[src/rtl/booth_pkg.sv]
// rtl/booth_pkg.sv - shared encodings and width helpers for the Booth multiplier CU and datapath
package booth_pkg;

  localparam logic [2:0] ALU_NOP = 3'b000;
  localparam logic [2:0] ALU_ADD = 3'b001;
  localparam logic [2:0] ALU_SUB = 3'b010;

  localparam logic SHIFT_LEFT  = 1'b0;
  localparam logic SHIFT_RIGHT = 1'b1;

  // Accumulator must hold +/-2M for a WIDTH-bit signed M.
  function automatic int acc_width(input int w);
    return w + 2;
  endfunction

endpackage

[src/rtl/booth_alu.sv]
// rtl/booth_alu.sv - combinational M/2M operand select and add/sub over the accumulator
module booth_alu
  import booth_pkg::*;
#(
  parameter int WIDTH = 3,
  parameter int AW    = acc_width(WIDTH)
) (
  input  logic [AW-1:0]    a,
  input  logic [WIDTH-1:0] m,
  input  logic             muxsel,
  input  logic [2:0]       aluop,
  output logic [AW-1:0]    result
);

  logic [AW-1:0] m_ext;
  logic [AW-1:0] b;

  always_comb begin
    m_ext = {{(AW-WIDTH){m[WIDTH-1]}}, m};
    b     = muxsel ? {m_ext[AW-2:0], 1'b0} : m_ext;
    case (aluop)
      ALU_ADD: result = a + b;
      ALU_SUB: result = a - b;
      default: result = a;
    endcase
  end

endmodule

[src/rtl/booth_datapath.sv]
// rtl/booth_datapath.sv - Booth multiplier datapath: M/A/Q/Qm1 registers, shifter, iteration counter
module booth_datapath
  import booth_pkg::*;
#(
  parameter int WIDTH = 3,
  parameter int AW    = acc_width(WIDTH)
) (
  input  logic               clk,
  input  logic               rst,
  input  logic [WIDTH-1:0]   mcand,
  input  logic [WIDTH-1:0]   mplier,
  input  logic               load,
  input  logic               muxsel,
  input  logic [2:0]         ALUop,
  input  logic               shift_direction,
  input  logic [2:0]         shift_amount,
  input  logic               out_enable,
  output logic [2:0]         cmp0,
  output logic [2:0]         cmp1,
  output logic [2*WIDTH-1:0] product,
  output logic               done
);

  localparam int RW = AW + WIDTH + 1;

  logic [WIDTH-1:0] m;
  logic [WIDTH-1:0] q;
  logic [AW-1:0]    a;
  logic             qm1;
  logic [2:0]       count;

  logic [AW-1:0]         a_alu;
  logic [1:0]            n_amt;
  logic [2:0]            n_ext;
  logic signed [RW-1:0]  r_in;
  logic signed [RW-1:0]  r_sr;
  logic [AW+WIDTH-1:0]   l_sh;
  logic [AW-1:0]         a_nxt;
  logic [WIDTH-1:0]      q_nxt;
  logic                  qm1_nxt;
  logic [2:0]            count_nxt;

  booth_alu #(
    .WIDTH (WIDTH),
    .AW    (AW)
  ) u_alu (
    .a      (a),
    .m      (m),
    .muxsel (muxsel),
    .aluop  (ALUop),
    .result (a_alu)
  );

  // The whole {A', Q, Qm1} chain shifts as one register, so Qm1 picks up the last bit out of Q[0].
  always_comb begin
    n_amt     = (shift_amount > 3'd2) ? 2'd2 : shift_amount[1:0];
    n_ext     = {1'b0, n_amt};
    r_in      = {a_alu, q, qm1};
    r_sr      = r_in >>> n_amt;
    l_sh      = {a_alu, q} << n_amt;
    a_nxt     = a_alu;
    q_nxt     = q;
    qm1_nxt   = qm1;
    count_nxt = count;
    if (n_amt != 2'd0) begin
      if (shift_direction == SHIFT_RIGHT) begin
        {a_nxt, q_nxt, qm1_nxt} = r_sr;
        count_nxt = (count > n_ext) ? (count - n_ext) : 3'd0;
      end else begin
        {a_nxt, q_nxt} = l_sh;
        qm1_nxt        = 1'b0;
      end
    end
  end

  always_ff @(posedge clk or posedge rst) begin
    if (rst) begin
      m       <= '0;
      q       <= '0;
      a       <= '0;
      qm1     <= 1'b0;
      count   <= 3'd0;
      product <= '0;
      done    <= 1'b0;
    end else if (load) begin
      m     <= mcand;
      q     <= mplier;
      a     <= '0;
      qm1   <= 1'b0;
      count <= 3'(WIDTH);
      done  <= 1'b0;
    end else begin
      a     <= a_nxt;
      q     <= q_nxt;
      qm1   <= qm1_nxt;
      count <= count_nxt;
      if (out_enable) begin
        product <= {a[WIDTH-1:0], q};
      end
      done <= out_enable;
    end
  end

  assign cmp0 = {q[1], q[0], qm1};
  assign cmp1 = count;

endmodule
[config.mk]
export PLATFORM = sky130hd
export DESIGN_NAME = booth_datapath
export DESIGN_NICKNAME = d
export VERILOG_FILES = /design/src/rtl/booth_pkg.sv /design/src/rtl/booth_alu.sv /design/src/rtl/booth_datapath.sv
export SDC_FILE = /design/constraint.sdc
export NUM_CORES = 1
export LEC_CHECK = 0
export BUFFER_PORTS_ARGS = -buffer_cell sky130_fd_sc_hd__buf_4
export CORE_ASPECT_RATIO = 0.5
export CORE_MARGIN = 2
export CORE_UTILIZATION = 40
export DETAILED_ROUTE_END_ITERATION = 10
export GPL_TIMING_DRIVEN = 0
export PLACE_DENSITY = 0.61
export SYNTH_ARGS = -nofsm -noshare
export SYNTH_HDL_FRONTEND = slang
export SYNTH_SLANG_ARGS = --single-unit
[constraint.sdc]
create_clock -name clk -period 3.15 [get_ports clk]
set_input_delay 0.63 -clock clk [delete_from_list [all_inputs] [get_ports clk]]
set_output_delay 0.63 -clock clk [all_outputs]
set_load 0.01 [all_outputs]
==> Word-level counts from Yosys, hierarchy flattened <==
Index checks and enable logic that the tools add are counted.
{ "totals": {"inputBits": 18, "reg_bits": 22, "wordCells": 39} }
{ "classes": {"n_eq_ne": 2, "n_shift": 2, "n_reduce_logical": 5, "add_sub_neg": 3, "bitwise": 1, "muxes": 17, "n_lt_le_gt_ge": 2} }
{ "ops": {"columns": ["op", "count"], "rows": [
  ["$mux 3", 8],
  ["$mux 5", 3],
  ["$pmux 5 s2", 1],
  ["$sshr 9x2->9", 1],
  ["$shl 8x2->8", 1],
  ["$reduce_bool 2->1", 3],
  ["$add 5x5->5", 1],
  ["$sub 5x5->5", 1],
  ["$mux 1", 4],
  ["$reduce_and 2->1", 2],
  ["$eq 3x1->1 const B", 1],
  ["$eq 3x2->1 const B", 1],
  ["$gt 3x2->1", 1],
  ["$gt 3x2->1 const B", 1],
  ["$sub 3x2->3", 1],
  ["$mux 2", 1],
  ["$not 1->1", 1]
]} }

==> Logic depth before layout (Yosys ltp) <==
{ "depth": {"word_depth": 7, "depth_mapped": 12, "ltp_nobuf": 11} }

==> By module <==
From an unflattened synthesis, not the netlist that was laid out.
{ "hier_totals": {"hier_cells": 163, "hier_area_um2": 1541.5} }
{ "modules_own_cells": {"columns": ["mod", "n_inst", "area_each_um2", "seq_area_each_um2", "cells_each"], "rows": [
  ["booth_datapath", 1, 1199.9, 550.5, 117],
  ["booth_alu", 1, 341.6, 0.0, 46]
]} }

==> Worst setup path after synthesis <==
OpenSTA, ideal clock, no wires.
{ "synth_path": {"path_type": "in2reg", "from": "input ALUop[2]", "to": "register a[2]", "path_slack_ns": 0.413, "path_buffers": 0, "setup_ns": 0.082, "stages": 10, "arrival_ns": 2.655, "path_cell_list": "nor3b_2 mux2_2 o22ai_1 fa_1 nand3_1 a211oi_1 mux2i_1 xnor2_1 o221ai_2 a31oi_1"} }
{ "synth_via": {"elab_chain_cells": 6} }
{ "synth_rtl": {"columns": ["element", "line", "text"], "rows": [
  ["from (decl)", "booth_datapath.sv:14", "input logic [2:0] ALUop,"],
  ["$eq 3x2->1 / $eq 3x1->1 (equally long branches)", "booth_alu.sv:21", "case (aluop)"],
  ["$pmux 5 s2 *", "booth_alu.sv:21", null],
  ["$shl 8x2->8 / $sshr 9x2->9 (equally long branches)", "booth_datapath.sv:60, booth_datapath.sv:59", null],
  ["$mux 5", "booth_datapath.sv:66", "if (shift_direction == SHIFT_RIGHT) begin"],
  ["$mux 5 *", "booth_datapath.sv:65", "if (n_amt != 2'd0) begin"],
  ["$mux 5 *", "booth_datapath.sv:85", "end else if (load) begin"],
  ["to (signal assigned)", "booth_datapath.sv:93", "a <= a_nxt;"],
  ["to (decl)", "booth_datapath.sv:28", "logic [AW-1:0] a;"]
]} }
Every way passes the cells marked *; elsewhere a longest branch is shown, timed or not.
A chain may end at the register's enable or synchronous reset.

==> Final worst setup path <==
Ends and elaborated chain as after synthesis.

==> results.py <==
metrics = {
    "logic_synthesis": {
        "ys_async_sr_fraction": 1.00,
        "netlist_area_um2": 1550,
        "syn_area_per_cell_um2": 9.14,
        "synth-main-ff-cell": "dfrtp_1",
        "synth-seq-cells": 22,
        "syn-num-nets": 195,
        "synth_cells": 169,
        "synth_enable_flop_cells": 0,
        "ys_types": 45,
        "yosysWarnings": 0,
        "ys_seq_area_frac": 0.356,
    },
    "layout": {
        "nets": 229,
        "num_antenna_cells": 0,
        "syn_to_final_growth_pct": 23.7,
        "fillers": 367,
        "drive_gt1_frac": 0.307,
    },
    "outcome": {
        "status": "complete, no violations",
    },
    "routing": {
        "drt_iter0_drc": 37,
        "ant_nets": 0,
        "dr_total_vias": 1326,
        "drc": 0,
        "routed_wl_mm": 3.44,
        "viasPerCell": 5.24,
        "post_drt_wl_per_cell_um": 13.6,
        "first_pass_iters": 4,
    },
    "worst_setup_path": {
        "timing.critical_path.buf_inv": 1,
        "slowest_delay_ps": 370,
        "worstSetupEndpointType": "flop",
        "startpoint_type": "input port",
        "cp_slowest_cell": "mux2_2",
        "r2r-start": "m[2]$_DFFE_PP0P_",
        "cp_max_fo": 6,
        "crit_type": "in -> reg",
        "crit_family": "multiplexers",
        "worstPathRequired_ps": 3340,
        "rr_worst_depth": 11,
        "ff2ff_setup_slack_ps": 660,
        "critPathArrivalTime_ps": 3020,
        "r2r-end": "a[2]$_DFF_PP0_",
        "crit_path_cell_trace": "buf_4 > nor3b_4 > mux2_2 > o22ai_1 > fa_1 > nand3_1 > and4bb_1 > mux2i_1 > xnor2_2 > o221ai_2 > a31oi_1",
    },
    "min_path": {
        "hold_path_depth": 2,
        "hp-start": "product[3]$_DFFE_PP0P_",
        "whs_endpoint": "product[3]$_DFFE_PP0P_",
        "hold_class": "reg -> reg",
    },
    "floorplanning": {
        "ios": 31,
        "die_area_um2": 4410,
        "initial_core_util": 0.433,
        "floorplan.rows": 15,
        "core_region_area_um2": 3570,
        "die_w_um": 91.9,
        "die_height_um": 48.0,
    },
    "cts": {
        "cts_buffers": 3,
        "cts_root_buf": "clkbuf_8",
        "htree_levels": 1,
        "worstSkewPairLatency_ps": 270,
        "cts_tree": "done",
        "clk_pin_slew_ps": 80,
        "cts_max_path_buffers": 2,
        "cts_hold_buf": 0,
        "post_cts_buffers": 0,
        "cts.sinks": 22,
    },
    "timing": {
        "drv_slew": 0,
        "tightest_slew_ps": 904,
        "slew_headroom": 0.397,
        "rsz0062_at_grt": "no",
        "clock-skew-final_ps": 4.90,
        "worst_hold_slack_ps": 511,
        "max_freq_mhz": 354,
        "period_share": 0.898,
        "min_period_ps": 2830,
        "finalSetupViolations": 0,
        "final-hold-violation-count": 0,
    },
    "grt": {
        "antenna_found_initial": 0,
        "grt-ovfl-total": 0,
        "grt_pass1_vias": 1224,
        "grt_max_degree": 23,
        "grt.total_usage": 0.167,
        "grt_pass1_wl_mm": 5.57,
    },
    "place": {
        "port_buffers": 29,
        "gp_congestion": 0.794,
        "dp_hpwl_mm": 2.51,
    },
    "flow_run": {
        "maxCapViolations": 0,
    },
    "power_and_ir_drop": {
        "leakage_nw": 0.877,
        "total_power_mw": 0.914,
        "p_per_area_nw_per_um2": 478,
        "ir_drop_uv": 239,
    },
}
## metal layers
| metal | vias up | track usage | share of wire |
|---|---|---|---|
| met5 | - | 0 | 0 |
| met4 | 0 | 0.0567 | 0.011 |
| met3 | 6 | 0.0425 | 0.059 |
| met2 | 41 | 0.279 | 0.44 |
| met1 | 620 | 0.219 | 0.49 |
| li1 | 659 | - | - |
## how the worst max path moves through the flow
stage	start	to	slack [ps]	depth (start not counted)
2_1_floorplan	ALUop[2]	a[2]$_DFF_PP0_	410	10
6_report	ALUop[2]	a[2]$_DFF_PP0_	320	11
4_1_cts	ALUop[2]	a[2]$_DFF_PP0_	220	11
5_1_grt	ALUop[2]	a[2]$_DFF_PP0_	90	11
3_5_place_dp	ALUop[2]	a[2]$_DFF_PP0_	-60	11
3_3_place_gp	ALUop[2]	a[2]$_DFF_PP0_	-20	11
## cells in the mapped netlist, types with 2 or more instances
| library cell | instances | area [um2] |
|---|---|---|
| or3_1 | 2 | 12.5 |
| nor2b_1 | 3 | 18.8 |
| o22ai_1 | 2 | 12.5 |
| nand3_1 | 2 | 10.0 |
| nor3_1 | 5 | 25.0 |
| nand2_1 | 11 | 41.3 |
| mux2_2 | 9 | 101 |
| dfrtp_1 | 22 | 551 |
| xnor2_1 | 4 | 35.0 |
| a22oi_1 | 4 | 30.0 |
| a22o_1 | 2 | 17.5 |
| a31oi_1 | 2 | 12.5 |
| a211oi_1 | 3 | 22.5 |
| inv_2 | 2 | 7.51 |
| nor3b_1 | 2 | 15.0 |
| fa_1 | 2 | 40.0 |
| clkbuf_1 | 2 | 7.51 |
| a21oi_1 | 17 | 85.1 |
| or2_1 | 2 | 12.5 |
| ha_1 | 6 | 75.1 |
| nor2_1 | 12 | 45.0 |
| buf_4 | 6 | 45.0 |
| mux2i_1 | 2 | 20.0 |
| buf_2 | 2 | 10.0 |
| o21ai_0 | 12 | 60.1 |
| inv_1 | 8 | 30.0 |
| a21o_1 | 2 | 15.0 |
| nand2b_1 | 4 | 25.0 |
## registers in the layout, indices dropped and copies added, names as in the netlist
register / cells
qm1: 1
a: 5
m: 3
done: 1
q: 3
cmp1: 3
product: 6
## power by group
part | switching (mW) | internal, mW | leakage, nW
combinational | 0.153 | 0.150 | 0.566
sequential | 0.0270 | 0.316 | 0.275
clock | 0.0969 | 0.170 | 0.0357
total | 0.277 | 0.637 | 0.877
## cell type report
type                    instances  area (um2)  share of cell area
plain buffers                  12        81.3              0.0425
repair buffers                 29         218               0.114
flip-flops and latches         22         551               0.288
clock buffers                   3        41.3              0.0216
multi-input cells             125         890               0.465
clock inverters                 1        30.0              0.0157
well taps                      51        63.8              0.0334
inverters                      10        37.5              0.0196
## what timing repair did
action | 4_1_cts | 5_1_grt
setup endpoints to repair | 0 | 2
hold endpoints to repair | 0 | 0
resized for setup | 0 | 2
## worst min-delay path, delay by kind of cell, from the launching register on
family / cells / cell delay [ps]
AND/OR/NAND/NOR: 1 / 60
AO/OA/AOI/OAI: 1 / 60
flip-flops: 1 / 360
## cell usage in the layout, fill, tap and decap left out, types with 3 or more instances in the layout
| cell type | instances |
|---|---|
| clkbuf_8 | 3 |
| a22oi_1 | 4 |
| nor2b_1 | 3 |
| nor2_1 | 12 |
| inv_1 | 8 |
| xnor2_1 | 3 |
| nor3_1 | 5 |
| ha_1 | 6 |
| buf_4 | 35 |
| mux2_2 | 9 |
| a211oi_1 | 3 |
| a21oi_1 | 17 |
| nand2_1 | 11 |
| o21ai_0 | 12 |
| dfrtp_1 | 22 |
| nand2b_1 | 4 |
## per-stage QoR
stage	setup TNS, ps	setup slack [ps]	util	area (um2)	cells
CTS	0	219	0.532	1900	253
global placement	-23.7	-23.7	0.512	1830	249
detailed placement	-61.6	-61.6	0.512	1830	249
global route	0	87.4	0.536	1910	253
floorplan	0	413	-	1550	169
finish	0	323	0.536	1910	253
## cells by family (layout without fill, tap and decap cells)
logic type,count (synthesis),after routing,share of synthesized area
multiplexers,12,12,0.0874
buffers and inverters,22,55,0.0769
flip-flops,22,22,0.356
AND/OR/NAND/NOR,47,47,0.161
XOR/XNOR,4,4,0.0227
adder cells (fa/ha/maj),8,8,0.0745
AO/OA/AOI/OAI,54,54,0.221
No activity file was read; power rests on OpenSTA's default activity.
